==> config.mk <==
export PLATFORM = sky130hd
export DESIGN_NAME = mag_compare_sweep_flat
export DESIGN_NICKNAME = d
export VERILOG_FILES = /design/src/rtl/mag_sweep_pkg.sv /design/src/rtl/mag_compare_sweep_if.sv /design/src/rtl/mag_compare_ref.sv /design/src/rtl/mag_compare_sweep.sv /design/src/flat_wrapper.sv
export SDC_FILE = /design/constraint.sdc
export NUM_CORES = 1
export LEC_CHECK = 0
export CAP_MARGIN = 20
export CORE_MARGIN = 1.5
export CORE_UTILIZATION = 45
export CTS_CLUSTER_DIAMETER = 100
export DETAILED_ROUTE_END_ITERATION = 10
export PLACE_DENSITY = 0.75
export SYNTH_ARGS = -nofsm -noshare
export SYNTH_HDL_FRONTEND = slang
export SYNTH_SLANG_ARGS = --single-unit
==> constraint.sdc <==
create_clock -name clock -period 2.7 [get_ports clock]
set_input_delay 0.675 -clock clock [delete_from_list [all_inputs] [get_ports clock]]
set_output_delay 0.675 -clock clock [all_outputs]
set_load 0.02 [all_outputs]
==> src/rtl/mag_sweep_pkg.sv <==
// Shared types and defaults for the magnitude-comparator sweep tester.
package mag_sweep_pkg;

  localparam int W_DEFAULT             = 4;
  localparam int SETTLE_CYCLES_DEFAULT = 1;

  typedef enum logic [2:0] {
    ST_IDLE,
    ST_DRIVE,
    ST_SETTLE,
    ST_CHECK,
    ST_DONE
  } sweep_state_e;

endpackage

==> src/rtl/mag_compare_sweep_if.sv <==
// Bundle between the sweep controller (master) and the comparator under test (slave).
interface mag_compare_sweep_if #(
  parameter int W = 4
);
  logic           start;
  logic [W-1:0]   A;
  logic [W-1:0]   B;
  logic           A_lt_B;
  logic           A_eq_B;
  logic           A_gt_B;
  logic           busy;
  logic           done;
  logic           pass;
  logic [2*W:0]   err_count;
  logic [W-1:0]   first_err_A;
  logic [W-1:0]   first_err_B;

  modport master (
    input  start, A_lt_B, A_eq_B, A_gt_B,
    output A, B, busy, done, pass, err_count, first_err_A, first_err_B
  );

  modport slave (
    output start, A_lt_B, A_eq_B, A_gt_B,
    input  A, B, busy, done, pass, err_count, first_err_A, first_err_B
  );
endinterface

==> src/rtl/mag_compare_ref.sv <==
// Golden combinational magnitude comparator: exactly one of lt/eq/gt is high.
module mag_compare_ref #(
  parameter int W = 4
) (
  input  logic [W-1:0] a,
  input  logic [W-1:0] b,
  output logic         lt,
  output logic         eq,
  output logic         gt
);
  assign lt = (a < b);
  assign eq = (a == b);
  assign gt = (a > b);
endmodule

==> src/rtl/mag_compare_sweep.sv <==
// Exhaustive sweep tester for an external W-bit magnitude comparator.
// Optional build macro MAG_SWEEP_STOP_ON_ERR_EN ends the sweep at the first mismatch.
module mag_compare_sweep
  import mag_sweep_pkg::*;
#(
  parameter int W             = W_DEFAULT,
  parameter int SETTLE_CYCLES = SETTLE_CYCLES_DEFAULT   // legal range 1..15
) (
  input  logic                clock,
  input  logic                reset,
  mag_compare_sweep_if.master bus
);
  localparam int          IDX_W       = 2 * W;
  localparam int          ERR_W       = 2 * W + 1;
  localparam logic [3:0]  SETTLE_LAST = 4'(SETTLE_CYCLES - 1);

  sweep_state_e       state_q, state_d;
  logic [IDX_W-1:0]   idx_q, idx_d;
  logic [W-1:0]       a_q, a_d;
  logic [W-1:0]       b_q, b_d;
  logic [3:0]         settle_q, settle_d;
  logic [ERR_W-1:0]   err_q, err_d;
  logic [W-1:0]       fa_q, fa_d;
  logic [W-1:0]       fb_q, fb_d;

  logic exp_lt, exp_eq, exp_gt;
  logic mismatch;
  logic last_vec;

  mag_compare_ref #(.W(W)) u_ref (
    .a  (a_q),
    .b  (b_q),
    .lt (exp_lt),
    .eq (exp_eq),
    .gt (exp_gt)
  );

  // Any deviation from the golden one-hot triple counts, including 000 and multi-hot.
  assign mismatch = ({bus.A_lt_B, bus.A_eq_B, bus.A_gt_B} != {exp_lt, exp_eq, exp_gt});
  assign last_vec = (idx_q == {IDX_W{1'b1}});

  always_comb begin
    state_d  = state_q;
    idx_d    = idx_q;
    a_d      = a_q;
    b_d      = b_q;
    settle_d = settle_q;
    err_d    = err_q;
    fa_d     = fa_q;
    fb_d     = fb_q;

    case (state_q)
      ST_IDLE, ST_DONE: begin
        if (bus.start) begin
          state_d = ST_DRIVE;
          idx_d   = '0;
          err_d   = '0;
          fa_d    = '0;
          fb_d    = '0;
        end
      end
      ST_DRIVE: begin
        a_d      = idx_q[IDX_W-1:W];
        b_d      = idx_q[W-1:0];
        settle_d = '0;
        state_d  = ST_SETTLE;
      end
      ST_SETTLE: begin
        if (settle_q == SETTLE_LAST) begin
          state_d = ST_CHECK;
        end else begin
          settle_d = settle_q + 4'd1;
        end
      end
      ST_CHECK: begin
        if (mismatch) begin
          err_d = err_q + ERR_W'(1);
          if (err_q == '0) begin
            fa_d = a_q;
            fb_d = b_q;
          end
        end
`ifdef MAG_SWEEP_STOP_ON_ERR_EN
        if (mismatch || last_vec) begin
`else
        if (last_vec) begin
`endif
          state_d = ST_DONE;
        end else begin
          idx_d   = idx_q + IDX_W'(1);
          state_d = ST_DRIVE;
        end
      end
      default: state_d = ST_IDLE;
    endcase
  end

  always_ff @(posedge clock or posedge reset) begin
    if (reset) begin
      state_q  <= ST_IDLE;
      idx_q    <= '0;
      a_q      <= '0;
      b_q      <= '0;
      settle_q <= '0;
      err_q    <= '0;
      fa_q     <= '0;
      fb_q     <= '0;
    end else begin
      state_q  <= state_d;
      idx_q    <= idx_d;
      a_q      <= a_d;
      b_q      <= b_d;
      settle_q <= settle_d;
      err_q    <= err_d;
      fa_q     <= fa_d;
      fb_q     <= fb_d;
    end
  end

  assign bus.A           = a_q;
  assign bus.B           = b_q;
  assign bus.busy        = (state_q != ST_IDLE) && (state_q != ST_DONE);
  assign bus.done        = (state_q == ST_DONE);
  assign bus.pass        = (state_q == ST_DONE) && (err_q == '0);
  assign bus.err_count   = err_q;
  assign bus.first_err_A = fa_q;
  assign bus.first_err_B = fb_q;
endmodule

==> src/flat_wrapper.sv <==
// flat-port wrapper written by rule: the top's interface ports become plain ports
module mag_compare_sweep_flat import mag_sweep_pkg::*;
#(
  parameter int W             = W_DEFAULT,
  parameter int SETTLE_CYCLES = SETTLE_CYCLES_DEFAULT                       
)
  (clock, reset, bus_start, bus_A_lt_B, bus_A_eq_B, bus_A_gt_B, bus_A, bus_B, bus_busy, bus_done, bus_pass, bus_err_count, bus_first_err_A, bus_first_err_B);
  mag_compare_sweep_if #(.W(W)) bus_i ();
  input  logic clock;
  input  logic reset;
  input wire logic [$bits(bus_i.start)-1:0] bus_start;
  input wire logic [$bits(bus_i.A_lt_B)-1:0] bus_A_lt_B;
  input wire logic [$bits(bus_i.A_eq_B)-1:0] bus_A_eq_B;
  input wire logic [$bits(bus_i.A_gt_B)-1:0] bus_A_gt_B;
  output wire logic [$bits(bus_i.A)-1:0] bus_A;
  output wire logic [$bits(bus_i.B)-1:0] bus_B;
  output wire logic [$bits(bus_i.busy)-1:0] bus_busy;
  output wire logic [$bits(bus_i.done)-1:0] bus_done;
  output wire logic [$bits(bus_i.pass)-1:0] bus_pass;
  output wire logic [$bits(bus_i.err_count)-1:0] bus_err_count;
  output wire logic [$bits(bus_i.first_err_A)-1:0] bus_first_err_A;
  output wire logic [$bits(bus_i.first_err_B)-1:0] bus_first_err_B;
  assign bus_i.start = bus_start;
  assign bus_i.A_lt_B = bus_A_lt_B;
  assign bus_i.A_eq_B = bus_A_eq_B;
  assign bus_i.A_gt_B = bus_A_gt_B;
  assign bus_A = bus_i.A;
  assign bus_B = bus_i.B;
  assign bus_busy = bus_i.busy;
  assign bus_done = bus_i.done;
  assign bus_pass = bus_i.pass;
  assign bus_err_count = bus_i.err_count;
  assign bus_first_err_A = bus_i.first_err_A;
  assign bus_first_err_B = bus_i.first_err_B;
  mag_compare_sweep #(.W(W), .SETTLE_CYCLES(SETTLE_CYCLES)) u_core (.clock(clock), .reset(reset), .bus(bus_i));
endmodule
**Yosys cells after proc, flatten, opt, wreduce, memory -nomap -nowiden**

Cells that the tools add are included.
Widths: inputs -> output; s select.

- Logic and storage cells: 60
- Bits in registers: 40

- Order comparisons: 2
- Reductions and logical operators: 14
- Equal/unequal tests: 14
- Add/sub/neg operators: 3
- Muxes and demuxes: 19

Operator list:

| kind | count |
|---|---|
| $mux 4 | 6 |
| $pmux 4 s2 | 3 |
| $mux 9 | 2 |
| $pmux 9 s2 | 1 |
| $mux 8 | 2 |
| $pmux 8 s2 | 1 |
| $pmux 3 s4 | 1 |
| $add 9x1->9 const B | 1 |
| $logic_not 9->1 | 1 |
| $mux 3 | 3 |
| $add 8x1->8 const B | 1 |
| $eq 8x8->1 const B | 1 |
| $eq 3x2->1 const B | 2 |
| $ne 2x1->1 const B | 3 |
| $ne 2x2->1 const B | 3 |
| $reduce_and 3->1 | 2 |
| $add 4x1->4 const B | 1 |
| $eq 4x4->1 | 1 |
| $gt 4x4->1 | 1 |
| $logic_not 4->1 | 1 |
| $lt 4x4->1 | 1 |
| $reduce_and 2->1 | 2 |
| $reduce_and 4->1 | 1 |
| $reduce_bool 2->1 | 2 |
| other kinds (8) | 9 |

**Logic depth before layout (Yosys ltp)**

Gate-level depths: netlist of run 1.

- Depth after elaboration: 4
- Gate-level depth with buffers: 10
- Mapped depth without buffers: 8

**Cells and area by module**

A second synthesis of run 1 with hierarchy kept.

- Cell total of the unflattened synthesis: 203
- Area, all modules: 2180.8 µm²

Modules (own cells, without submodules):

| module | cells each | area each (µm²) | seq. area each (µm²) | instances |
|---|---|---|---|---|
| mag_compare_sweep | 187 | 2052.0 | 1001.0 | 1 |
| mag_compare_ref | 16 | 128.9 | 0.0 | 1 |

**Worst setup path before layout of run 1**

Ideal clock, no wire load.

- Kind: register to register
- Start: register u_core.b_q[3], in the netlist u_core.bus.B[3]
- End: register u_core.err_q[7], in the netlist u_core.bus.err_count[7]
- Path slack: 138 ps
- Data required time: 2620 ps
- Arrival: 2482 ps
- Stages on the path, launching flop included: 10
- Path through: dfrtp_1 inv_1 ha_1 a41oi_1 and3b_1 and3_4 or4_1 buf_2 nor4_1 mux2i_1

- Longest elaborated chain between the ends: 4
- Elaborated cells between the ends (all ways): 6
- Those cells by class: order compare (2); eq/ne (3); reduce/logical (1)

Ends and longest elaborated chain:

| what | RTL line | text |
|---|---|---|
| start: declaration | mag_compare_sweep.sv:20 | `logic [W-1:0] b_q, b_d;` |
| start signal: assignment | mag_compare_sweep.sv:103 | `b_q <= '0;` |
| start signal: assignment | mag_compare_sweep.sv:112 | `b_q <= b_d;` |
| $gt 4x4->1 (tied with other cells) | mag_compare_ref.sv:13 | `assign gt = (a > b);` |
| $ne 3x3->1 * | mag_compare_sweep.sv:39 | `assign mismatch = ({bus.A_lt_B, bus.A_eq_B, bus.A_gt_B} != {exp_lt, exp_eq, exp_gt});` |
| $ne 2x1->1 (no source line) * | n/a |  |
| $reduce_and 3->1 (no source line) * | n/a |  |
| end signal: assignment | mag_compare_sweep.sv:114 | `err_q <= err_d;` |
| end: declaration | mag_compare_sweep.sv:22 | `logic [ERR_W-1:0] err_q, err_d;` |

Every way passes the cells marked *; elsewhere a longest branch is shown, timed or not.
A chain may end at the register's enable or synchronous reset.

**Final worst setup path of run 1**

- Start: register u_core.state_q[0]
- End: output bus_done

- Longest elaborated chain between the ends: 1

Ends and longest elaborated chain:

| what | RTL line | text |
|---|---|---|
| start: declaration | mag_compare_sweep.sv:17 | `sweep_state_e state_q, state_d;` |
| start signal: assignment | mag_compare_sweep.sv:109 | `state_q <= state_d;` |
| $eq 3x3->1 | mag_compare_sweep.sv:123 | `assign bus.done = (state_q == ST_DONE);` |
| end: declaration | flat_wrapper.sv:18 | `output wire logic [$bits(bus_i.done)-1:0] bus_done;` |

Every way passes these cells.

==> results of run 1 <==
report_power, final:
part           switching [mW]  internal [mW]  total [mW]
clock                   0.209          0.209       0.418
combinational           0.594          0.503        1.10
sequential              0.172          0.734       0.907
synth_stat cells, types with 2 or more instances:
master and count:
sky130_fd_sc_hd__dfrtp_1 40, sky130_fd_sc_hd__nand2_1 29, sky130_fd_sc_hd__inv_1 19, sky130_fd_sc_hd__nor2_1 19, sky130_fd_sc_hd__o21ai_0 13, sky130_fd_sc_hd__mux2i_1 10
sky130_fd_sc_hd__ha_1 9, sky130_fd_sc_hd__nand3_1 7, sky130_fd_sc_hd__a21oi_1 5, sky130_fd_sc_hd__clkbuf_1 5, sky130_fd_sc_hd__nor4_1 5, sky130_fd_sc_hd__xnor2_1 5
sky130_fd_sc_hd__a41oi_1 3, sky130_fd_sc_hd__nor3_1 3, sky130_fd_sc_hd__o211ai_1 3, sky130_fd_sc_hd__xor2_1 3, sky130_fd_sc_hd__a21o_1 2, sky130_fd_sc_hd__and2_1 2
sky130_fd_sc_hd__mux2_2 2, sky130_fd_sc_hd__nand2b_1 2, sky130_fd_sc_hd__nand3b_1 2, sky130_fd_sc_hd__nand4_1 2, sky130_fd_sc_hd__nor3b_1 2, sky130_fd_sc_hd__o311ai_1 2
sky130_fd_sc_hd__o31ai_1 2
logic make-up (layout without fill, tap and decap cells):
logic type,count (synthesis),count (layout)
AO/OA/AOI/OAI,40,40
XOR/XNOR,8,8
adder cells (fa/ha/maj),9,9
buffers and inverters,26,76
flip-flops,40,40
multiplexers,12,12
AND/OR/NAND/NOR,80,80
layout make-up:
class                   count  area [µm²]  area share [%]
flip-flops and latches     40        1001           36.93
inverters                  19       71.32           2.632
repair buffers             49       449.2           16.57
multi-input cells         149        1033           38.13
well taps                  52       65.06           2.401
clock buffers               8       90.09           3.324
routing by layer:
layer	GRT usage, %	part of all wire, %
met5	0	0
met4	7.128	1.2
met3	6.410	5.6
met2	30.01	45
met1	28.22	48
worst max path at each step:
stage | startpoint | cells after the start | slack [ps] | end
floorplan | u_core.bus.B[3] | 9 | 140 | u_core.bus.err_count[7]
global placement | bus_A_eq_B | 8 | -140 | u_core.bus.err_count[7]
detailed placement | bus_A_eq_B | 8 | -180 | u_core.bus.err_count[7]
CTS | u_core.bus.B[3] | 9 | 90 | u_core.bus.err_count[7]
global route | u_core.bus.B[1] | 9 | -20 | u_core.bus.err_count[7]
finish | u_core.state_q[0] | 4 | 170 | bus_done
flip-flops by register name, indices dropped and copies added (netlist names):
signal	cells
u_core.bus.A	4
u_core.bus.first_err_B	4
u_core.state_q	3
u_core.idx_q	8
u_core.settle_q	4
u_core.bus.first_err_A	4
u_core.bus.err_count	9
u_core.bus.B	4
stage by stage:
stage	setup TNS (ps)	area [µm²]	std cells	hold WS (ps)	util [%]
2_1_floorplan	0	2081	215	497.9	-
3_3_place_gp	-483.7	2554	308	510.7	57.85
3_5_place_dp	-699.1	2554	308	525.8	57.85
4_1_cts	0	2643	316	537.7	59.86
5_1_grt	-24.07	2710	317	564.9	61.39
6_report	0	2710	317	530.4	61.39
repair_timing:
item / 4_1_cts / 5_1_grt
cloned: 0 / 0
setup endpoints to repair: 1 / 6
buffers inserted: 0 / 1
gates resized for setup: 1 / 9
pin swaps: 0 / 1
==> Flow_metrics.wiki, run 1 <==
{| class="wikitable"
! Metric !! Value
|-
| Cts bufs inserted || 5
|-
| Type of destination of the critical path || output pin
|-
| Number of antenna-violating nets in the routed design || 0
|-
| Largest stage delay on the critical path || 600 ps
|-
| Multiplexer share of the synthesized area || 5.893%
|-
| Req. time, crit path || 2030 ps
|-
| Average wire per cell in the routed design || 14.60 µm
|-
| Simple-gate share of the synthesized area || 18.88%
|-
| FF+latch count, synth || 40
|-
| Number of max-slew violations in the final report || 0
|-
| Clock tree from TritonCTS || yes
|-
| IO Port Bufs || 33
|-
| Fraction of the mapped netlist area in adder cells || 5.412%
|-
| Worst path cell trace || nor2_1, nand2_1, inv_1, clkdlybuf4s50_1
|-
| EDFF count, synth || 0
|-
| PwrDens || 893.4 nW/µm²
|-
| Longest Clk Path Bufs || 2
|-
| Pre-CTS WS || -176.0 ps
|-
| Final clock period utilization by the worst path || 93.68%
|-
| Worst hold start || u_core.bus.err_count[8]
|-
| Post-synthesis to final-layout area growth || 30.25%
|-
| Library cell with the largest summed area after synthesis || sky130_fd_sc_hd__dfrtp_1
|-
| Initial antenna violation count || 0
|-
| Sequential cell area fraction in the yosys report || 48.11%
|-
| Synthesized instance count || 215
|-
| CTS H-tree depth || 2
|-
| Slew at the pin with the worst max-slew slack || 695.9 ps
|-
| First-pass GRT wire length || 8010 µm
|-
| Worst Hold Class || flip-flop to flip-flop
|-
| Worst Clk Skew || 5.006 ps
|-
| Critical path fanouts, max || 10
|-
| Netlist Area Pre-Place || 2081 µm²
|-
| Most common cell after layout, fill and taps aside || sky130_fd_sc_hd__dfrtp_1
|-
| Dominant delay contributor by cell family on the critical path || buffers and inverters
|-
| Count of maximum capacitance violations || 0
|-
| Starting DRT DRC Count || 130
|-
| Final setup vio count || 0
|-
| Number of rows in the core area || 24
|-
| Register clock-pin slew on the reported worst setup and hold paths || 80 ps
|-
| Post-layout min period || 2529 ps
|-
| Overall global routing resource usage || 20.28%
|-
| Remaining max-slew budget at the tightest pin || 53.33%
|-
| Type of element launching the critical path || flip-flop
|-
| Total nets after synthesis || 230
|-
| Commonest cells after routing, fill and taps aside || sky130_fd_sc_hd__dfrtp_1, sky130_fd_sc_hd__clkdlybuf4s50_1, sky130_fd_sc_hd__nand2_1, sky130_fd_sc_hd__nor2_1, sky130_fd_sc_hd__inv_1
|-
| Critical path class || flip-flop to output pin
|-
| Total of hold buffers inserted after clock tree synthesis || 0
|-
| Final nets || 279
|-
| Clock latency reported for the late side of the worst-skew pair || 300 ps
|-
| Worst hold stages || 1
|-
| Post-Syn Area per Cell || 9.678 µm²
|-
| Xor and xnor fraction of the mapped netlist area || 3.367%
|-
| Total chip power || 2.421 mW
|-
| Number of cell instances on the worst register-to-register path || 9
|-
| Placed wire-length estimate || 3262 µm
|-
| Final Wtd Congestion || 0.8016
|-
| Max Clock Freq || 0.3954 GHz
|-
| DRC violations left || 0
|-
| Yosys Warn Count || 0
|-
| Worst path slowest cell || sky130_fd_sc_hd__clkdlybuf4s50_1
|-
| Static Leak || 1.235 nW
|-
| Total Routed Length || 4627 µm
|-
| Starting utilization of the core area || 47.14%
|-
| Synth Area in Compound Gates || 13.23%
|-
| Most area-consuming cells after synthesis || sky130_fd_sc_hd__dfrtp_1, sky130_fd_sc_hd__ha_1, sky130_fd_sc_hd__nand2_1, sky130_fd_sc_hd__mux2i_1, sky130_fd_sc_hd__inv_1
|-
| Vias in the first global route || 1707
|-
| Fraction of registers with async set/reset || 100.0%
|-
| Peak supply drop || 0.0004205 V
|-
| Total congestion overflow || 0
|-
| N_diodes || 0
|-
| Run status || finished clean
|-
| Number of failing hold endpoints at the final stage || 0
|-
| Count of fill cells added during filler insertion || 375
|-
| Top cell type's share of synthesized area || 48.11%
|-
| Pin count of the biggest net entering global routing || 41
|-
| First-pass iteration count of the detailed router || 4
|-
| Fraction of layout cells with a size suffix above 1 || 12.83%
|-
| Reg2reg setup slack || 190 ps
|-
| Clock root buffer master || sky130_fd_sc_hd__clkbuf_8
|-
| Std-Cell Core Area || 4414 µm²
|-
| Vias after detailed routing || 1735
|-
| Terminus of the critical flop-to-flop path || u_core.bus.err_count[7]
|-
| Die Height || 71 µm
|-
| Post-route worst setup slack || 170.7 ps
|-
| Synth unique cells || 44
|-
| Primary FF master, synth || sky130_fd_sc_hd__dfrtp_1
|-
| DR vias/cell || 5.473
|-
| Num Clock Sinks || 40
|-
| Combinational family with the most area after synthesis || simple AND/OR/NAND/NOR gates
|-
| Die Span X || 71 µm
|-
| CP Data Arrival Time || 1850 ps
|-
| Worst Hold Path EP || u_core.bus.err_count[8]
|-
| Number of buffers and inverters on the critical path || 2
|-
| Area enclosed by the die boundary || 5041 µm²
|-
| Number of ports placed on the die boundary || 34
|-
| Worst R2R Start || u_core.bus.B[1]
|}
No activity file was read; power rests on OpenSTA's default activity.
==> run 2: changes to the inputs <==
CORE_UTILIZATION = 25   (was 45)
CTS_CLUSTER_DIAMETER = 50   (was 100)
PLACE_DENSITY = 0.45   (was 0.75)
==> Flow_metrics.wiki, run 2 (synthesis gave the netlist of run 1 again) <==
{| class="wikitable"
! Metric !! Value
|-
| N_diodes || 0 (unchanged)
|-
| Final non-filler cell total || 365 (+15%)
|-
| Post-CTS setup buffers || 0 (unchanged)
|-
| Number of max-slew violations in the final report || 0 (unchanged)
|-
| Std-Cell Core Area || 8134 µm² (+84%)
|-
| Die Height || 94.23 µm (+33%)
|-
| Reg2reg setup slack || 230 ps (+40 ps)
|-
| Utilization after layout || 33.90% (-27 points)
|-
| Post-synthesis to final-layout area growth || 32.53%
|-
| DRC violations left || 0 (unchanged)
|-
| Final nets || 274 (-1.8%)
|-
| Worst R2R Start || u_core.bus.B[3]
|-
| DR vias/cell || 4.570 (-17%)
|-
| Vias in the first global route || 1565 (-8.3%)
|-
| Post-layout min period || 2545 ps (+15.84 ps)
|-
| Final sum of negative setup slack || 0 ps (unchanged)
|-
| Clock latency reported for the late side of the worst-skew pair || 300 ps (about the same)
|-
| Initial antenna violation count || 0 (unchanged)
|-
| Number of ports placed on the die boundary || 34 (unchanged)
|-
| Count of maximum capacitance violations || 0 (unchanged)
|-
| Starting DRT DRC Count || 32 (-75%)
|-
| First-pass iteration count of the detailed router || 4 (unchanged)
|-
| Max Clock Freq || 0.3929 GHz (-0.62%)
|-
| Clock tree from TritonCTS || yes
|-
| Type of element launching the critical path || flip-flop
|-
| PwrDens || 948.4 nW/µm² (+6.2%)
|-
| First-pass GRT wire length || 7928 µm (-1.0%)
|-
| IO Port Bufs || 33 (unchanged)
|-
| Fraction of layout cells with a size suffix above 1 || 10.00% (-2.8 points)
|-
| Area of the multi-input gates || 983.4 µm² (-4.8%)
|-
| Longest Clk Path Bufs || 2 (unchanged)
|-
| Number of antenna-violating nets in the routed design || 0 (unchanged)
|-
| Run status || finished clean
|-
| Hold Slack || 522.8 ps (-7.515 ps)
|-
| Commonest cells after routing, fill and taps aside || sky130_fd_sc_hd__dfrtp_1, sky130_fd_sc_hd__clkdlybuf4s50_1, sky130_fd_sc_hd__nand2_1, sky130_fd_sc_hd__nor2_1, sky130_fd_sc_hd__inv_1
|-
| Unrepaired setup endpoints after global routing || no
|-
| Cell Count Post-Placement || 357 (+16%)
|-
| Num Clock Sinks || 40 (unchanged)
|-
| Pin count of the biggest net entering global routing || 41 (unchanged)
|-
| Total chip power || 2.615 mW (+8.0%)
|-
| Cts bufs inserted || 5 (unchanged)
|-
| Critical path fanouts, max || 10 (unchanged)
|-
| Worst hold stages || 1 (unchanged)
|-
| Vias after detailed routing || 1668 (-3.9%)
|-
| CTS H-tree depth || 2 (unchanged)
|-
| Placed wire-length estimate || 3530 µm (+8.2%)
|-
| Count of fill cells added during filler insertion || 842 (+120%)
|-
| Peak supply drop || 0.0002989 V (-29%)
|-
| Starting utilization of the core area || 25.58% (-22 points)
|-
| Register clock-pin slew on the reported worst setup and hold paths || 80 ps (about the same)
|-
| Area enclosed by the die boundary || 8879 µm² (+76%)
|-
| Most common cell after layout, fill and taps aside || sky130_fd_sc_hd__dfrtp_1
|-
| M1 wire length || 2409 µm (+8.2%)
|-
| Final setup vio count || 0 (unchanged)
|-
| Terminus of the critical flop-to-flop path || u_core.bus.err_count[7]
|-
| Remaining max-slew budget at the tightest pin || 51.49% (-1.8 points)
|-
| Final Wtd Congestion || 0.8141 (+1.6%)
|-
| Number of flip-flops in the largest register || 9 (unchanged)
|-
| Slew at the pin with the worst max-slew slack || 723.3 ps (+27.41 ps)
|-
| Number of rows in the core area || 33 (+38%)
|-
| Number of cell instances on the worst register-to-register path || 8 (-1)
|-
| Critical path class || flip-flop to output pin
|-
| Req. time, crit path || 2030 ps (about the same)
|-
| Total congestion overflow || 0 (unchanged)
|-
| Worst hold start || u_core.bus.err_count[8]
|-
| Overall global routing resource usage || 11.88% (-8.4 points)
|-
| Final clock period utilization by the worst path || 94.26% (+0.59 points)
|-
| Average wire per cell in the routed design || 13.36 µm (-8.5%)
|-
| Total Routed Length || 4875 µm (+5.4%)
|-
| Top Metal Used || met4
|-
| Total met2 wirelength after detailed routing || 2233 µm (+7.1%)
|-
| Worst Clk Skew || 5.349 ps (+0.3433 ps)
|-
| Static Leak || 1.212 nW (-1.9%)
|-
| Die Span X || 94.23 µm (+33%)
|-
| Worst Hold Path EP || u_core.bus.err_count[8]
|-
| Worst Hold Class || flip-flop to flip-flop
|-
| CP Data Arrival Time || 1870 ps (+20 ps)
|-
| Number of failing hold endpoints at the final stage || 0 (unchanged)
|-
| Type of destination of the critical path || output pin
|-
| Register area || 1001 µm² (unchanged)
|-
| Met3 WL || 167 µm (-36%)
|-
| Clock root buffer master || sky130_fd_sc_hd__clkbuf_8
|}
-- run 2: cell count changes in the layout (fill, tap and decap cells not counted), moves of 2 or more --
cell	previous run	this run
sky130_fd_sc_hd__bufinv_16	0	3
sky130_fd_sc_hd__clkbuf_1	2	0
sky130_fd_sc_hd__nor4_2	0	2
sky130_fd_sc_hd__buf_4	16	11
sky130_fd_sc_hd__nor4_4	2	0
-- run 2: worst max path at each step --
| stage | start | endpoint | slack [ps] | depth (start not counted) |
|---|---|---|---|---|
| floorplan | u_core.bus.B[3] | u_core.bus.err_count[7] | 140 | 9 |
| global placement | bus_A_eq_B | u_core.bus.err_count[7] | -190 | 7 |
| detailed placement | bus_A_eq_B | u_core.bus.err_count[7] | -210 | 7 |
| CTS | u_core.bus.B[3] | u_core.bus.err_count[7] | 40 | 8 |
| global route | u_core.state_q[0] | bus_done | 20 | 4 |
| finish | u_core.state_q[0] | bus_done | 150 | 4 |
-- run 2: final cells by class --
class,count,share of cell area (%)
flip-flops and latches,40,36.30
inverters,19,2.586
repair buffers,44,14.93
clock inverters,3,3.267
clock buffers,5,2.495
multi-input cells,149,35.66
well taps,105,4.764
-- run 2: worst max-delay path, stage by stage, from the launching register on --
cell and delay (ps):
sky130_fd_sc_hd__dfrtp_1 490, sky130_fd_sc_hd__nor2_1 270, sky130_fd_sc_hd__nand2_1 150, sky130_fd_sc_hd__inv_1 70
sky130_fd_sc_hd__clkdlybuf4s50_1 590
-- run 2: per-stage QoR --
| step | setup WS [ps] | cell area (µm²) |
|---|---|---|
| finish | 154.9 | 2758 |
| global route | 15.69 | 2758 |
| CTS | 43.15 | 2748 |
| detailed placement | -214.6 | 2590 |
| global placement | -189.3 | 2590 |
| floorplan | 137.5 | 2081 |
-- run 2: report_power, final --
part / leakage [nW] / total, mW / switching (mW) / internal, mW
clock network: 0.0784 / 0.681 / 0.219 / 0.462
logic: 0.595 / 1.03 / 0.567 / 0.465
registers: 0.538 / 0.902 / 0.168 / 0.734
-- run 2: what timing repair did --
action | 4_1_cts | 5_1_grt
setup endpoints to repair | 1 | 6
pin swaps | 0 | 0
hold buffers | 0 | 0
gates resized for setup | 1 | 2
-- run 2: per-layer routing --
layer  up-vias  track usage [%]
met5         -                0
met4         0            4.478
met3         7            2.832
met2        26            17.93
met1       792            16.33
li1        843                -
